File: config.mk
export PLATFORM = sky130hd
export DESIGN_NAME = ow_temp_sequencer_flat
export DESIGN_NICKNAME = d
export VERILOG_FILES = /design/src/rtl/ow_temp_sequencer_if.sv /design/src/rtl/ow_temp_sequencer.sv /design/src/flat_wrapper.sv
export SDC_FILE = /design/constraint.sdc
export NUM_CORES = 1
export LEC_CHECK = 0
export CAP_MARGIN = 0
export CORE_ASPECT_RATIO = 1.1
export CORE_UTILIZATION = 65
export CTS_CLUSTER_SIZE = 24
export DETAILED_ROUTE_END_ITERATION = 7
export DONT_BUFFER_PORTS = 1
export PLACE_DENSITY_LB_ADDON = 0.25
export SLEW_MARGIN = 25
export SYNTH_ARGS = -nofsm -noshare
export SYNTH_HDL_FRONTEND = slang
export SYNTH_SLANG_ARGS = --single-unit
export TNS_END_PERCENT = 20
File: constraint.sdc
create_clock -name clk -period 8.7 [get_ports clk]
set_clock_uncertainty 0.15 [all_clocks]
set_input_delay 2.175 -clock clk [delete_from_list [all_inputs] [get_ports clk]]
set_output_delay 2.175 -clock clk [all_outputs]
set_load 0.03 [all_outputs]
File: src/rtl/ow_temp_sequencer_if.sv
// Control and engine-command bundle for ow_temp_sequencer.
// master = the sequencer, slave = control logic plus the 1-wire byte engine.
interface ow_temp_sequencer_if;
   logic        start;
   logic        busy;
   logic        done;
   logic [15:0] temp;
   logic        err_presence;
   logic        crc_err;
   logic        cmd_valid;
   logic        cmd_ready;
   logic [1:0]  cmd_op;
   logic [7:0]  cmd_data;
   logic        rsp_valid;
   logic [7:0]  rsp_data;
   logic        rsp_presence;

   modport master (
      input  start, cmd_ready, rsp_valid, rsp_data, rsp_presence,
      output busy, done, temp, err_presence, crc_err, cmd_valid, cmd_op, cmd_data
   );

   modport slave (
      output start, cmd_ready, rsp_valid, rsp_data, rsp_presence,
      input  busy, done, temp, err_presence, crc_err, cmd_valid, cmd_op, cmd_data
   );
endinterface

File: src/rtl/ow_temp_sequencer.sv
// One DS18B20-class temperature read per start pulse, driving a byte-level 1-wire engine.
// Define OW_CRC_CHECK_EN to read the full scratchpad and check its Dallas CRC-8.
module ow_temp_sequencer #(
   parameter int unsigned CONV_WAIT = 32'd75_000_000,
   parameter logic [7:0]  CMD_SKIP  = 8'hCC,
   parameter logic [7:0]  CMD_CONV  = 8'h44,
   parameter logic [7:0]  CMD_READ  = 8'hBE
) (
   input logic                 clk,
   input logic                 reset,
   ow_temp_sequencer_if.master bus
);

   localparam logic [1:0] OpReset = 2'b00;
   localparam logic [1:0] OpWrite = 2'b01;
   localparam logic [1:0] OpRead  = 2'b10;
`ifdef OW_CRC_CHECK_EN
   localparam logic [3:0] LastByte = 4'd8;
`else
   localparam logic [3:0] LastByte = 4'd1;
`endif

   typedef enum logic [3:0] {
      StIdle, StRst1, StSkip1, StConv, StWait, StRst2, StSkip2, StRdCmd, StRead, StTerm, StFin
   } state_e;

   state_e      state;
   logic        busy;
   logic        done;
   logic        cmd_valid;
   logic        pending;
   logic        err_presence;
   logic [1:0]  cmd_op;
   logic [7:0]  cmd_data;
   logic [15:0] temp;
   logic [7:0]  temp_lo;
   logic [7:0]  temp_hi;
   logic [31:0] wait_cnt;
   logic [3:0]  byte_idx;
   logic        rsp_hit;

   // Responses only count while an accepted command is outstanding.
   assign rsp_hit = pending & bus.rsp_valid;

`ifdef OW_CRC_CHECK_EN
   logic [7:0] crc;
   logic [7:0] crc_next;
   logic       crc_err;

   always_comb begin
      crc_next = crc;
      for (int i = 0; i < 8; i++) begin
         if (crc_next[0] ^ bus.rsp_data[i]) crc_next = (crc_next >> 1) ^ 8'h8C;
         else                               crc_next = crc_next >> 1;
      end
   end

   assign bus.crc_err = crc_err;
`else
   assign bus.crc_err = 1'b0;
`endif

   always_ff @(posedge clk or posedge reset) begin
      if (reset) begin
         state        <= StIdle;
         busy         <= 1'b0;
         done         <= 1'b0;
         cmd_valid    <= 1'b0;
         pending      <= 1'b0;
         err_presence <= 1'b0;
         cmd_op       <= OpReset;
         cmd_data     <= 8'h00;
         temp         <= 16'h0000;
         temp_lo      <= 8'h00;
         temp_hi      <= 8'h00;
         wait_cnt     <= 32'd0;
         byte_idx     <= 4'd0;
`ifdef OW_CRC_CHECK_EN
         crc          <= 8'h00;
         crc_err      <= 1'b0;
`endif
      end else begin
         done <= 1'b0;
         if (cmd_valid && bus.cmd_ready) begin
            cmd_valid <= 1'b0;
            pending   <= 1'b1;
         end
         case (state)
            StIdle: begin
               if (bus.start) begin
                  state        <= StRst1;
                  busy         <= 1'b1;
                  err_presence <= 1'b0;
`ifdef OW_CRC_CHECK_EN
                  crc_err      <= 1'b0;
`endif
                  cmd_valid    <= 1'b1;
                  cmd_op       <= OpReset;
                  cmd_data     <= 8'h00;
               end
            end
            StRst1, StRst2: begin
               if (rsp_hit) begin
                  pending <= 1'b0;
                  if (bus.rsp_presence) begin
                     state     <= (state == StRst1) ? StSkip1 : StSkip2;
                     cmd_valid <= 1'b1;
                     cmd_op    <= OpWrite;
                     cmd_data  <= CMD_SKIP;
                  end else begin
                     err_presence <= 1'b1;
                     state        <= StFin;
                     done         <= 1'b1;
                     busy         <= 1'b0;
                  end
               end
            end
            StSkip1: begin
               if (rsp_hit) begin
                  pending   <= 1'b0;
                  state     <= StConv;
                  cmd_valid <= 1'b1;
                  cmd_op    <= OpWrite;
                  cmd_data  <= CMD_CONV;
               end
            end
            StConv: begin
               if (rsp_hit) begin
                  pending  <= 1'b0;
                  state    <= StWait;
                  wait_cnt <= 32'd0;
               end
            end
            StWait: begin
               if (wait_cnt == CONV_WAIT - 32'd1) begin
                  state     <= StRst2;
                  cmd_valid <= 1'b1;
                  cmd_op    <= OpReset;
                  cmd_data  <= 8'h00;
               end else begin
                  wait_cnt <= wait_cnt + 32'd1;
               end
            end
            StSkip2: begin
               if (rsp_hit) begin
                  pending   <= 1'b0;
                  state     <= StRdCmd;
                  cmd_valid <= 1'b1;
                  cmd_op    <= OpWrite;
                  cmd_data  <= CMD_READ;
               end
            end
            StRdCmd: begin
               if (rsp_hit) begin
                  pending   <= 1'b0;
                  state     <= StRead;
                  byte_idx  <= 4'd0;
`ifdef OW_CRC_CHECK_EN
                  crc       <= 8'h00;
`endif
                  cmd_valid <= 1'b1;
                  cmd_op    <= OpRead;
                  cmd_data  <= 8'h00;
               end
            end
            StRead: begin
               if (rsp_hit) begin
                  pending <= 1'b0;
                  if (byte_idx == 4'd0) temp_lo <= bus.rsp_data;
                  if (byte_idx == 4'd1) temp_hi <= bus.rsp_data;
`ifdef OW_CRC_CHECK_EN
                  crc <= crc_next;
`endif
                  if (byte_idx == LastByte) begin
`ifdef OW_CRC_CHECK_EN
                     state <= StFin;
                     done  <= 1'b1;
                     busy  <= 1'b0;
                     // A zero residue over all nine bytes means the stored CRC matched.
                     if (crc_next == 8'h00) temp <= {temp_hi, temp_lo};
                     else                   crc_err <= 1'b1;
`else
                     state     <= StTerm;
                     cmd_valid <= 1'b1;
                     cmd_op    <= OpReset;
                     cmd_data  <= 8'h00;
`endif
                  end else begin
                     byte_idx  <= byte_idx + 4'd1;
                     cmd_valid <= 1'b1;
                     cmd_op    <= OpRead;
                     cmd_data  <= 8'h00;
                  end
               end
            end
            StTerm: begin
               if (rsp_hit) begin
                  pending <= 1'b0;
                  state   <= StFin;
                  done    <= 1'b1;
                  busy    <= 1'b0;
                  temp    <= {temp_hi, temp_lo};
               end
            end
            StFin: begin
               state <= StIdle;
            end
            default: begin
               state <= StIdle;
            end
         endcase
      end
   end

   assign bus.busy         = busy;
   assign bus.done         = done;
   assign bus.temp         = temp;
   assign bus.err_presence = err_presence;
   assign bus.cmd_valid    = cmd_valid;
   assign bus.cmd_op       = cmd_op;
   assign bus.cmd_data     = cmd_data;

endmodule
File: src/flat_wrapper.sv
// flat-port wrapper written by rule: the top's interface ports become plain ports
module ow_temp_sequencer_flat 
#(
   parameter int unsigned CONV_WAIT = 32'd75_000_000,
   parameter logic [7:0]  CMD_SKIP  = 8'hCC,
   parameter logic [7:0]  CMD_CONV  = 8'h44,
   parameter logic [7:0]  CMD_READ  = 8'hBE
)
  (clk, reset, bus_start, bus_cmd_ready, bus_rsp_valid, bus_rsp_data, bus_rsp_presence, bus_busy, bus_done, bus_temp, bus_err_presence, bus_crc_err, bus_cmd_valid, bus_cmd_op, bus_cmd_data);
  ow_temp_sequencer_if bus_i ();
  input logic clk;
  input logic reset;
  input wire logic [$bits(bus_i.start)-1:0] bus_start;
  input wire logic [$bits(bus_i.cmd_ready)-1:0] bus_cmd_ready;
  input wire logic [$bits(bus_i.rsp_valid)-1:0] bus_rsp_valid;
  input wire logic [$bits(bus_i.rsp_data)-1:0] bus_rsp_data;
  input wire logic [$bits(bus_i.rsp_presence)-1:0] bus_rsp_presence;
  output wire logic [$bits(bus_i.busy)-1:0] bus_busy;
  output wire logic [$bits(bus_i.done)-1:0] bus_done;
  output wire logic [$bits(bus_i.temp)-1:0] bus_temp;
  output wire logic [$bits(bus_i.err_presence)-1:0] bus_err_presence;
  output wire logic [$bits(bus_i.crc_err)-1:0] bus_crc_err;
  output wire logic [$bits(bus_i.cmd_valid)-1:0] bus_cmd_valid;
  output wire logic [$bits(bus_i.cmd_op)-1:0] bus_cmd_op;
  output wire logic [$bits(bus_i.cmd_data)-1:0] bus_cmd_data;
  assign bus_i.start = bus_start;
  assign bus_i.cmd_ready = bus_cmd_ready;
  assign bus_i.rsp_valid = bus_rsp_valid;
  assign bus_i.rsp_data = bus_rsp_data;
  assign bus_i.rsp_presence = bus_rsp_presence;
  assign bus_busy = bus_i.busy;
  assign bus_done = bus_i.done;
  assign bus_temp = bus_i.temp;
  assign bus_err_presence = bus_i.err_presence;
  assign bus_crc_err = bus_i.crc_err;
  assign bus_cmd_valid = bus_i.cmd_valid;
  assign bus_cmd_op = bus_i.cmd_op;
  assign bus_cmd_data = bus_i.cmd_data;
  ow_temp_sequencer #(.CONV_WAIT(CONV_WAIT), .CMD_SKIP(CMD_SKIP), .CMD_CONV(CMD_CONV), .CMD_READ(CMD_READ)) u_core (.clk(clk), .reset(reset), .bus(bus_i));
endmodule
==> run_results.csv <==
group,metric,value,unit
yosys,yosys_warnings,0,
timing,fmax,281.6,MHz
yosys,synthAdderAreaFrac,0.01195,
yosys,synthTopCellsByArea,"dfrtp_1 (50%), mux2_2 (9.9%), nand2_1 (3.4%)",
hold_path,holdPathStages,1,
routing,drc_errors,0,
setup_path,crit_required,6380,ps
routing,wl,8.304,mm
clock_network,post_cts_hold_buffer_count,0,
floorplan,core,6193,sq um
global_route,antenna_found_initial,0,
yosys,synthCells,403,
timing,min_period,3551,ps
setup_path,path_class,"flip-flop to output pin",
timing,finalHoldViolations,0,
floorplan,die_h,86.20,um
placed_design,gp_congestion,0.9015,
yosys,postSynth.asyncResetShare,1.000,
yosys,avgSynthCellArea,10.39,sq um
timing,rsz0062_at_grt,"no",
setup_path,r2r_slack,5800,ps
placed_design,dp.cells,462,
routing,routed-via-count,2992,
global_route,gr-total-overflow,0,
yosys,synth-edff-count,0,
clock_network,ctsRootBufferMaster,"clkbuf_8",
yosys,synth_top_family_by_area,"simple AND/OR/NAND/NOR gates",
setup_path,crit_path_end_kind,"output pin",
run_status,outcome,"finished, final reports clean",
clock_network,cts_tree,"done",
setup_path,reg2reg_to,"u_core.wait_cnt[19]$_DFFE_PP0P_",
routing,ant_nets,0,
timing,max_slew_margin,0.4656,
timing,setup_violations,0,
yosys,synth_seq_area_share,0.4958,
cells_and_area,diodes,0,
hold_path,holdPathEnd,"u_core.wait_cnt[26]$_DFFE_PP0P_",
clock_network,cts_max_level,3,
hold_path,min_from,"u_core.wait_cnt[26]$_DFFE_PP0P_",
cells_and_area,fin_util,0.7099,
timing,post-route-period-util,0.4081,
floorplan,num_rows,30,
yosys,yosysTopAreaCellShare,0.4958,
cells_and_area,final_area,4397,sq um
routing,first_pass_iters,5,
setup_path,arrival,1230,ps
clock_network,clk_path_buf_depth,2,
cells_and_area,final_nets,411,
placed_design,placed_area,4198,sq um
yosys,syn_area,4189,sq um
clock_network,postCtsSetupBuffers,0,
clock_network,clock_sinks,83,
clock_network,numCtsBuffers,9,
clock_network,clkLatencyLatePin,360,ps
global_route,grt_start_max_net_pins,84,
cells_and_area,layout-drive-gt1-share,0.1859,
setup_path,rr_worst_depth,5,
setup_path,start_kind,"flip-flop",
global_route,grt_pass1_wl,14.15,mm
hold_path,worstHoldPathType,"flip-flop to flip-flop",
yosys,yosys.area_share.simple,0.2183,
timing,report.final.slew_viol_count,0,
yosys,synth_compound_gate_area_share,0.09319,
routing,viasPerCell,6.259,
placed_design,port_buffers,0,
yosys,synthMuxAreaShare,0.1141,
clock_network,cts.clk_slew.worst_paths,90,ps
cells_and_area,syn_to_final_growth,4.958,%
routing,drt-initial-drc-count,276,
yosys,synth.largest_area_cell,"dfrtp_1",
setup_path,crit_fanout,4,
yosys,synth_flop_cell,"dfrtp_1",
power,max-vdd-ir-drop,0.0001712,V
timing,setup_tns,0,ps
cells_and_area,instances_no_fill,478,
yosys,synth-seq-cells,83,
floorplan,die_area,6770,sq um
power,p_leak,1.831,nW
setup_path,r2r_start,"u_core.wait_cnt[8]$_DFFE_PP0P_",
global_route,grt_usage,0.2673,
yosys,yosysUniqueCellTypes,53,
power,power.density,317.5,nW/um^2
floorplan,io_pins,45,
yosys,synth-xor-area-share,0.02718,
floorplan,die_w,78.54,um
flow_run,maxCapViolations,0,
routing,wire_per_inst,17.37,um
placed_design,dp_hpwl,5.636,mm
floorplan,initial_core_util,0.6764,
global_route,grt_pass1_vias,2926,
clock_network,cts.repair.resized,0,
timing,worstMarginPinSlew,801.7,ps
setup_path,cp.depth,0,
==> metrics by stage <==
| stage | power, W | hold slack, ps | setup slack (ps) |
|---|---|---|---|
| 6_report | 0.001396 | 342.8 | 5149 |
| 4_1_cts | 0.001398 | 344.5 | 5136 |
| 3_5_place_dp | 0.001142 | 332.5 | 4817 |
| 5_1_grt | 0.001487 | 376.5 | 5104 |
| 2_1_floorplan | 0.001055 | 300.8 | 4238 |
| 3_3_place_gp | 0.001118 | 319.0 | 4886 |
==> per-layer routing <==
layer | wire length [um] | vias to the layer above | global-route usage
met1 | 3749 | 1468 | 0.3620
met2 | 4026 | 87 | 0.4198
met3 | 434 | 9 | 0.06211
met5 | 0 | - | 0
met4 | 94 | 0 | 0.1027
li1 | - | 1428 | -
==> Yosys cell counts (all sizes together) (2+ instances only) <==
master and n:
a22o 3, a22oi 2, buf 12, and3 8, or4 5, nor2 24, clkbuf 13, and3b 2
or4b 3, nor4 10, xnor2 9, nor4b 4, o2bb2ai 2, mux2 38, nand3 18, ha 4
inv 8, a211o 2, a21o 3, mux2i 5, a21oi 21, nand4 10, nand2 38, xor2 4
or2 2, nor3 11, o31ai 2, o21ai 19, and4 5, or3 10, a31oi 3, dfrtp 83
nand2b 8, o22ai 2
==> kinds of logic after synthesis <==
| group | after synthesis |
|---|---|
| AND/OR/NAND/NOR | 162 |
| buffers and inverters | 33 |
| multiplexers | 43 |
| flip-flops | 83 |
| XOR/XNOR | 13 |
| AO/OA/AOI/OAI | 64 |
| other | 1 |
| adder cells (fa/ha/maj) | 4 |
==> sequential cells by signal, indices dropped and copies added (netlist names), 2 cells and up <==
| name | flops |
|---|---|
| u_core.bus.cmd_data | 4 |
| u_core.bus.cmd_op | 2 |
| u_core.bus.temp | 16 |
| u_core.byte_idx | 4 |
| u_core.state | 4 |
| u_core.temp_hi | 8 |
| u_core.temp_lo | 8 |
| u_core.wait_cnt | 32 |
==> final cells by class <==
| class | instances | area, sq um |
|---|---|---|
| clock inverter | 7 | 58.81 |
| timing repair buffer | 3 | 26.28 |
| sequential | 83 | 2077 |
| clock buffer | 9 | 123.9 |
| multi-input combinational | 288 | 1979 |
| fill | 470 | 1797 |
| tap | 80 | 100.1 |
| inverter | 8 | 31.28 |
==> power breakdown <==
| part | total, W | internal [W] | leakage (nW) | switching, W |
|---|---|---|---|---|
| clock network | 0.000258 | 0.000108 | 0.0868 | 0.000151 |
| logic | 0.000365 | 0.000186 | 0.692 | 0.000179 |
| registers | 0.000773 | 0.000522 | 1.05 | 0.000250 |
==> placed cells by master (no fill, tap or decap), types with 6 or more instances in the layout <==
master,instances
nand4_1,10
dfrtp_1,83
a21oi_1,21
nor2_1,22
o21ai_0,19
mux2_2,37
and3_1,8
nand2b_1,8
xnor2_1,9
clkbuf_8,9
inv_1,7
nand2_1,38
or3_1,10
nor4_2,6
nor3_1,9
nand3_1,18
==> worst max-delay path by stage <==
stage	start	to	slack [ps]
floorplan	reset	u_core.bus.busy$_DFFE_PP0P_	4240
global placement	bus_rsp_valid	u_core.bus.cmd_data[5]$_DFFE_PP0P_	4890
detailed placement	bus_rsp_valid	u_core.bus.cmd_data[3]$_DFFE_PP0P_	4820
CTS	u_core.bus.cmd_data[5]$_DFFE_PP0P_	bus_cmd_data[1]	5140
global route	u_core.bus.cmd_data[5]$_DFFE_PP0P_	bus_cmd_data[5]	5100
finish	u_core.bus.cmd_data[5]$_DFFE_PP0P_	bus_cmd_data[1]	5150
(Power assumes the default switching activity.)
==> RTL change 1 (config.mk and constraints unchanged) <==
Reset style: synchronous (`reset`), changed in one clocked block.
--- a/src/rtl/ow_temp_sequencer.sv
+++ b/src/rtl/ow_temp_sequencer.sv
@@ -62,3 +62,3 @@
 
-   always_ff @(posedge clk or posedge reset) begin
+   always_ff @(posedge clk) begin
       if (reset) begin
Check against the original RTL: differs if reset is asserted again (counterexample within 4 cycles, from zero or initial values and one cycle with reset high); with reset held inactive, the same outputs for 10 cycles.
==> RTL change 1 against the original RTL <==
Sequential cell count is the same; fmax decreased by 17%; synthesized cell count increased by 23%; area after synthesis decreased by 3.4%; routed wire length grew 6.2%; sequential share of layout area is 7.8 points lower; global-route usage is 1.7 points higher; die area shrank 3.3%; worst setup slack got worse by 0.73 ns; cell area down 4.2%; critical path type is now input port to flip-flop; critical endpoint is now u_core.wait_cnt[31].
Power is not compared: it rests on default switching activity, and its combinational part moved more than twofold at a synthesized area within 25%.
==> RTL change 1: results (changes against the original RTL) <==
{| class="wikitable"
! Metric !! Value
|-
| Run status || completed (unchanged)
|-
| Worst-Margin Slew || 0.938 ns (was 0.802 ns)
|-
| Maximum vdd drop || between 0.1 and 0.15 mV
|-
| Multiplexer area fraction after synthesis || 2.47% (was 11.4%)
|-
| Top Family by Delay on Critical Path || simple AND/OR/NAND/NOR gates
|-
| Overall routed net length || 8820 um (was 8300 um)
|-
| Top flop regs || u_core.wait_cnt (32), u_core.bus.temp (16) (unchanged)
|-
| Met3 Usage GRT || 7.50% (was 6.21%)
|-
| Post-CTS setup buffers || 0 (unchanged)
|-
| Initial antenna violation count || 0 (unchanged)
|-
| Hold path startpoint || u_core.temp_hi[0] (was u_core.wait_cnt[26])
|-
| Number of optimization iterations in the first detailed-route pass || 4 (was 5)
|-
| First element of the critical path || bus_rsp_valid (was u_core.bus.cmd_data[5])
|-
| Gate Count Post-Synth || 497 (was 403)
|-
| Leading cell types by total area after synthesis || dfxtp_1 41%, nand2_1 6.3%, a21oi_1 6.1% (was dfrtp_1 50%, mux2_2 9.9%, nand2_1 3.4%)
|-
| Longest individual stage delay on the worst path || ~0.6 ns
|-
| Fill count || 463 (was 470)
|-
| First-pass GRT wire length || 15000 um (was 14100 um)
|-
| Share of post-route cells with drive strength above 1 || 6.83% (was 18.6%)
|-
| Largest net degree at the start of global routing || 58 (was 84)
|-
| XOR/XNOR Fraction of Synth Area || 2.81% (was 2.72%)
|-
| Via count || 3604 (was 2992)
|-
| Dpl cells || 543 (was 462)
|-
| Buffers added on ports || 0 (unchanged)
|-
| Library cells used by synthesis || 58 (was 53)
|-
| Worst-case setup slack after placement || 4.05 ns (was 4.82 ns)
|-
| Detailed-route wire length per cell || 15.7 um (was 17.4 um)
|-
| Startpoint of the lowest-slack register-to-register path || u_core.state[0] (was u_core.wait_cnt[8])
|-
| Data arrival time of the worst path || 4.42 ns (was 1.23 ns)
|-
| Iteration-0 DRC Markers || 361 (was 276)
|-
| Via count of the first global-routing pass || 3309 (was 2926)
|-
| Grt met1 use || 34.3% (was 36.2%)
|-
| CTS Root Cell || clkbuf_8 (unchanged)
|-
| Buffers from clock root to sink, at most || 2 (unchanged)
|-
| Compound-Gate Fraction of Synth Area || 17.2% (was 9.32%)
|-
| Worst Path Max Fanout || 16 (was 4)
|-
| Adder-cell area share of the yosys netlist || 1.24% (was 1.19%)
|-
| Count of inserted antenna diode cells || 0 (unchanged)
|-
| Aggregate global-route resource usage || 28.4% (was 26.7%)
|-
| Total number of yosys warnings || 0 (unchanged)
|-
| Leading cell types by count after synthesis || 83 x dfxtp_1, 68 x nand2_1, 49 x a21oi_1 (was 83 x dfrtp_1, 38 x nand2_1, 37 x mux2_2)
|-
| Final HPWL DP || 5920 um (was 5640 um)
|-
| RD Place Congestion || 0.885 (was 0.902)
|-
| Leakage Power || between 1 and 1.5 nW
|-
| Async set-or-reset flop fraction in the synthesized netlist || 0% (was 100%)
|-
| Register area share after synthesis || 41.1% (was 49.6%)
|-
| H-tree depth || 3 (unchanged)
|-
| Met2 routing resource usage after global routing || 46.8% (was 42.0%)
|}
-- RTL change 1: changes by cell type after synthesis, sizes merged, moves of 6 or more --
| cell | before | now |
|---|---|---|
| clkbuf | 13 | 25 |
| dfxtp | 0 | 83 |
| or4 | 5 | 14 |
| nand3 | 18 | 27 |
| a21oi | 21 | 49 |
| o211ai | 0 | 9 |
| nand2 | 38 | 68 |
| nor2 | 24 | 34 |
| dfrtp | 83 | 0 |
| nor4 | 10 | 16 |
| mux2 | 38 | 0 |
-- RTL change 1: cell families (layout without fill, tap and decap cells) --
family | count (synthesis) | after routing
buf+inv | 44 | 29
simple gates | 228 | 228
flops | 83 | 83
fa+ha+maj | 4 | 4
other cells | 1 | 2
compound gates | 114 | 114
mux | 10 | 10
xor+xnor | 13 | 13
-- RTL change 1: per-layer routing --
| layer | share of wire (%) | wire length (um) |
|---|---|---|
| met5 | 0 | 0 |
| met4 | 2.1 | 189 |
| met3 | 5.5 | 488 |
| met2 | 48 | 4240 |
| met1 | 44 | 3900 |
-- RTL change 1: worst paths after layout --
| kind | end | slack (ns) | cells past startpoint |
|---|---|---|---|
| max | u_core.wait_cnt[31] | 4.42 | 6 |
| min | u_core.bus.temp[8] | 0.31 | 2 |
| max reg2reg | u_core.wait_cnt[31] | 5.47 | 6 |
| min reg2reg | u_core.bus.temp[8] | 0.31 | 2 |
-- RTL change 1: cell type report --
cell class	count	area [um2]	share of cell area [%]
clock buffer	9	124	2.94
clock inverter	7	66.3	1.57
inverter	9	33.8	0.802
multi-input combinational	371	2200	52.1
sequential	83	1660	39.5
tap	77	96.3	2.29
timing repair buffer	4	33.8	0.802
-- RTL change 1: worst reg2reg max path: stages (launching register included) --
cell and delay (ns):
dfxtp_1 0.92, and4bb_4 0.40, a22oi_2 0.20, buf_6 0.24, or4_4 0.60, or4b_1 0.50, a21oi_1 0.15
-- RTL change 1: power groups by stage --
stage	sequential [mW]	clock, mW	combinational (mW)
2_1_floorplan	0.422	0	0.106
3_3_place_gp	0.445	0	0.0910
3_5_place_dp	0.446	0	0.0945
4_1_cts	0.437	0.277	0.0956
5_1_grt	0.441	0.292	0.107
6_report	0.438	0.275	0.0977
-- RTL change 1: per-stage QoR --
| step | hold slack (ns) | util [%] | cell area [um2] |
|---|---|---|---|
| 2_1_floorplan | 0.282 | - | 4050 |
| 3_3_place_gp | 0.285 | 68.2 | 4010 |
| 3_5_place_dp | 0.289 | 68.2 | 4010 |
| 4_1_cts | 0.305 | 71.4 | 4200 |
| 5_1_grt | 0.322 | 71.6 | 4210 |
| 6_report | 0.305 | 71.6 | 4210 |
==> RTL change 2 (same flow settings) <==
Without the edit above. Add a define of `OW_CRC_CHECK_EN`.
--- a/src/rtl/ow_temp_sequencer.sv
+++ b/src/rtl/ow_temp_sequencer.sv
@@ -2,2 +2,4 @@
 // Define OW_CRC_CHECK_EN to read the full scratchpad and check its Dallas CRC-8.
+`define OW_CRC_CHECK_EN
+
 module ow_temp_sequencer #(
Formal check against the unedited RTL: no difference found for any inputs over 10 cycles, from zero or initial values and one cycle with reset high; that may be too few to reach the edited logic, so the function may still have changed.
==> RTL change 2 against the original RTL <==
Cell area up 20%; area after synthesis is 21% higher; routed wire length rose by 24%; sequential power is 12% higher; power rose by 30%; worst setup slack worse by 0.41 ns; sequential cell count up 9; register-to-register slack lost 0.40 ns; largest power group unchanged.
==> RTL change 2: results (changes against the original RTL) <==
{| class="wikitable"
! Metric !! Value
|-
| Run status || completed (unchanged)
|-
| Aggregate global-route resource usage || 27.7% (was 26.7%)
|-
| Data arrival time of the worst path || 4.06 ns (was 1.23 ns)
|-
| Internal power contribution || 1.04 mW (was 0.816 mW)
|-
| Library cells used by synthesis || 71 (was 53)
|-
| Average via count per standard cell || 6.42 (was 6.26)
|-
| Leading cell types by total area after synthesis || dfrtp_1 46%, mux2_2 4.0%, xnor2_1 3.6% (was dfrtp_1 50%, mux2_2 9.9%, nand2_1 3.4%)
|-
| Gate Count Post-Synth || 493 (was 403)
|-
| Share of post-route cells with drive strength above 1 || 14.0% (was 18.6%)
|-
| Depth of the worst register-to-register path || 6 (was 5)
|-
| Via count of the first global-routing pass || 3636 (was 2926)
|-
| Worst R2R Setup Slack || 5.40 ns (was 5.80 ns)
|-
| Leading cell types by count after synthesis || 92 x dfrtp_1, 47 x nand2_1, 30 x inv_1 (was 83 x dfrtp_1, 38 x nand2_1, 37 x mux2_2)
|-
| Worst r2r dst || u_core.state[2] (was u_core.wait_cnt[19])
|-
| Leakage Power || 2.16 nW (was 1.83 nW)
|-
| Worst slew margin relative to its limit || 45.8% (was 46.6%)
|-
| RD Place Congestion || 0.866 (was 0.902)
|-
| Final net count || 500 (was 411)
|-
| Via count || 3801 (was 2992)
|-
| Placed instance area || 5080 um2 (was 4200 um2)
|-
| Startpoint of the lowest-slack register-to-register path || u_core.wait_cnt[0] (was u_core.wait_cnt[8])
|-
| Hold path startpoint || u_core.temp_hi[6] (was u_core.wait_cnt[26])
|-
| Path category of the worst min-delay check || flip-flop to flip-flop (unchanged)
|-
| Overall die area || 8130 um2 (was 6770 um2)
|-
| Register area share after synthesis || 45.6% (was 49.6%)
|-
| WHS Endpoint || u_core.temp_hi[6] (was u_core.wait_cnt[26])
|-
| Dpl cells || 575 (was 462)
|-
| Iteration-0 DRC Markers || 289 (was 276)
|-
| First-pass GRT wire length || 17600 um (was 14100 um)
|-
| Worst Path Max Fanout || 19 (was 4)
|}
[RTL change 2: changes by cell type in the layout (fill, tap and decap cells not counted), moves of 7 or more]
cell and change:
inv_1 +22, mux2_2 -19, xnor2_1 +12, o32ai_2 +10
dfrtp_1 +9, nand2_1 +9, o31ai_1 +7
[RTL change 2: per-stage QoR]
| stage | util, % | hold slack [ns] | power (mW) | setup WS, ns |
|---|---|---|---|---|
| after global placement | 67.9 | 0.339 | 1.50 | 4.39 |
| after global routing | 70.7 | 0.386 | 1.95 | 4.61 |
| after CTS | 70.6 | 0.369 | 1.82 | 4.71 |
| final | 70.7 | 0.367 | 1.82 | 4.74 |
| after detailed placement | 67.9 | 0.347 | 1.53 | 4.31 |
| after floorplan | - | 0.329 | 1.39 | 3.98 |
[RTL change 2: cell type report]
| cell class | count | share of cell area [%] |
|---|---|---|
| Clock inverter | 5 | 1.14 |
| Multi-Input combinational cell | 345 | 47.4 |
| Inverter | 30 | 2.15 |
| Timing Repair Buffer | 4 | 0.568 |
| Sequential cell | 92 | 43.6 |
| Clock buffer | 11 | 2.67 |
| Tap cell | 105 | 2.49 |
[RTL change 2: critical path, cell delays in order]
cell,delay [ns]
nand2_1,0.19
or2_0,0.29
buf_4,0.22
nor2_2,0.46
nand3_2,0.36
mux2_2,0.36
[RTL change 2: logic make-up after synthesis]
logic type | count (synthesis) | share of synthesized area (%)
simple gates | 176 | 19.7
buf+inv | 56 | 4.93
mux | 29 | 6.31
flops | 92 | 45.6
xor+xnor | 33 | 6.31
compound gates | 102 | 16.2
other cells | 1 | 0.0742
fa+ha+maj | 4 | 0.990
[RTL change 2: how the worst max path moves through the flow]
stage,from,endpoint,slack (ns),cells after the start
2_1_floorplan,reset,u_core.bus.busy,3.98,1
3_3_place_gp,bus_rsp_valid,u_core.bus.temp[10],4.39,5
3_5_place_dp,bus_rsp_data[3],u_core.bus.temp[11],4.31,5
4_1_cts,bus_rsp_data[3],u_core.bus.temp[12],4.71,5
5_1_grt,bus_rsp_valid,u_core.temp_lo[1],4.61,6
6_report,bus_rsp_valid,u_core.temp_lo[1],4.74,6
[RTL change 2: power groups by stage]
stage	Sequential [mW]	Combinational (mW)	Clock, mW
2_1_floorplan	0.778	0.616	0
3_3_place_gp	0.865	0.630	0
3_5_place_dp	0.871	0.656	0
4_1_cts	0.866	0.660	0.299
5_1_grt	0.898	0.732	0.316
6_report	0.868	0.656	0.294
[RTL change 2: metal layers]
| layer | global-route usage (%) | wire, um | vias to the layer above |
|---|---|---|---|
| li1 | - | - | 1782 |
| met1 | 38.7 | 4630 | 1883 |
| met2 | 42.7 | 4840 | 118 |
| met3 | 5.86 | 607 | 18 |
| met4 | 10.7 | 203 | 0 |
| met5 | 0 | 0 | - |
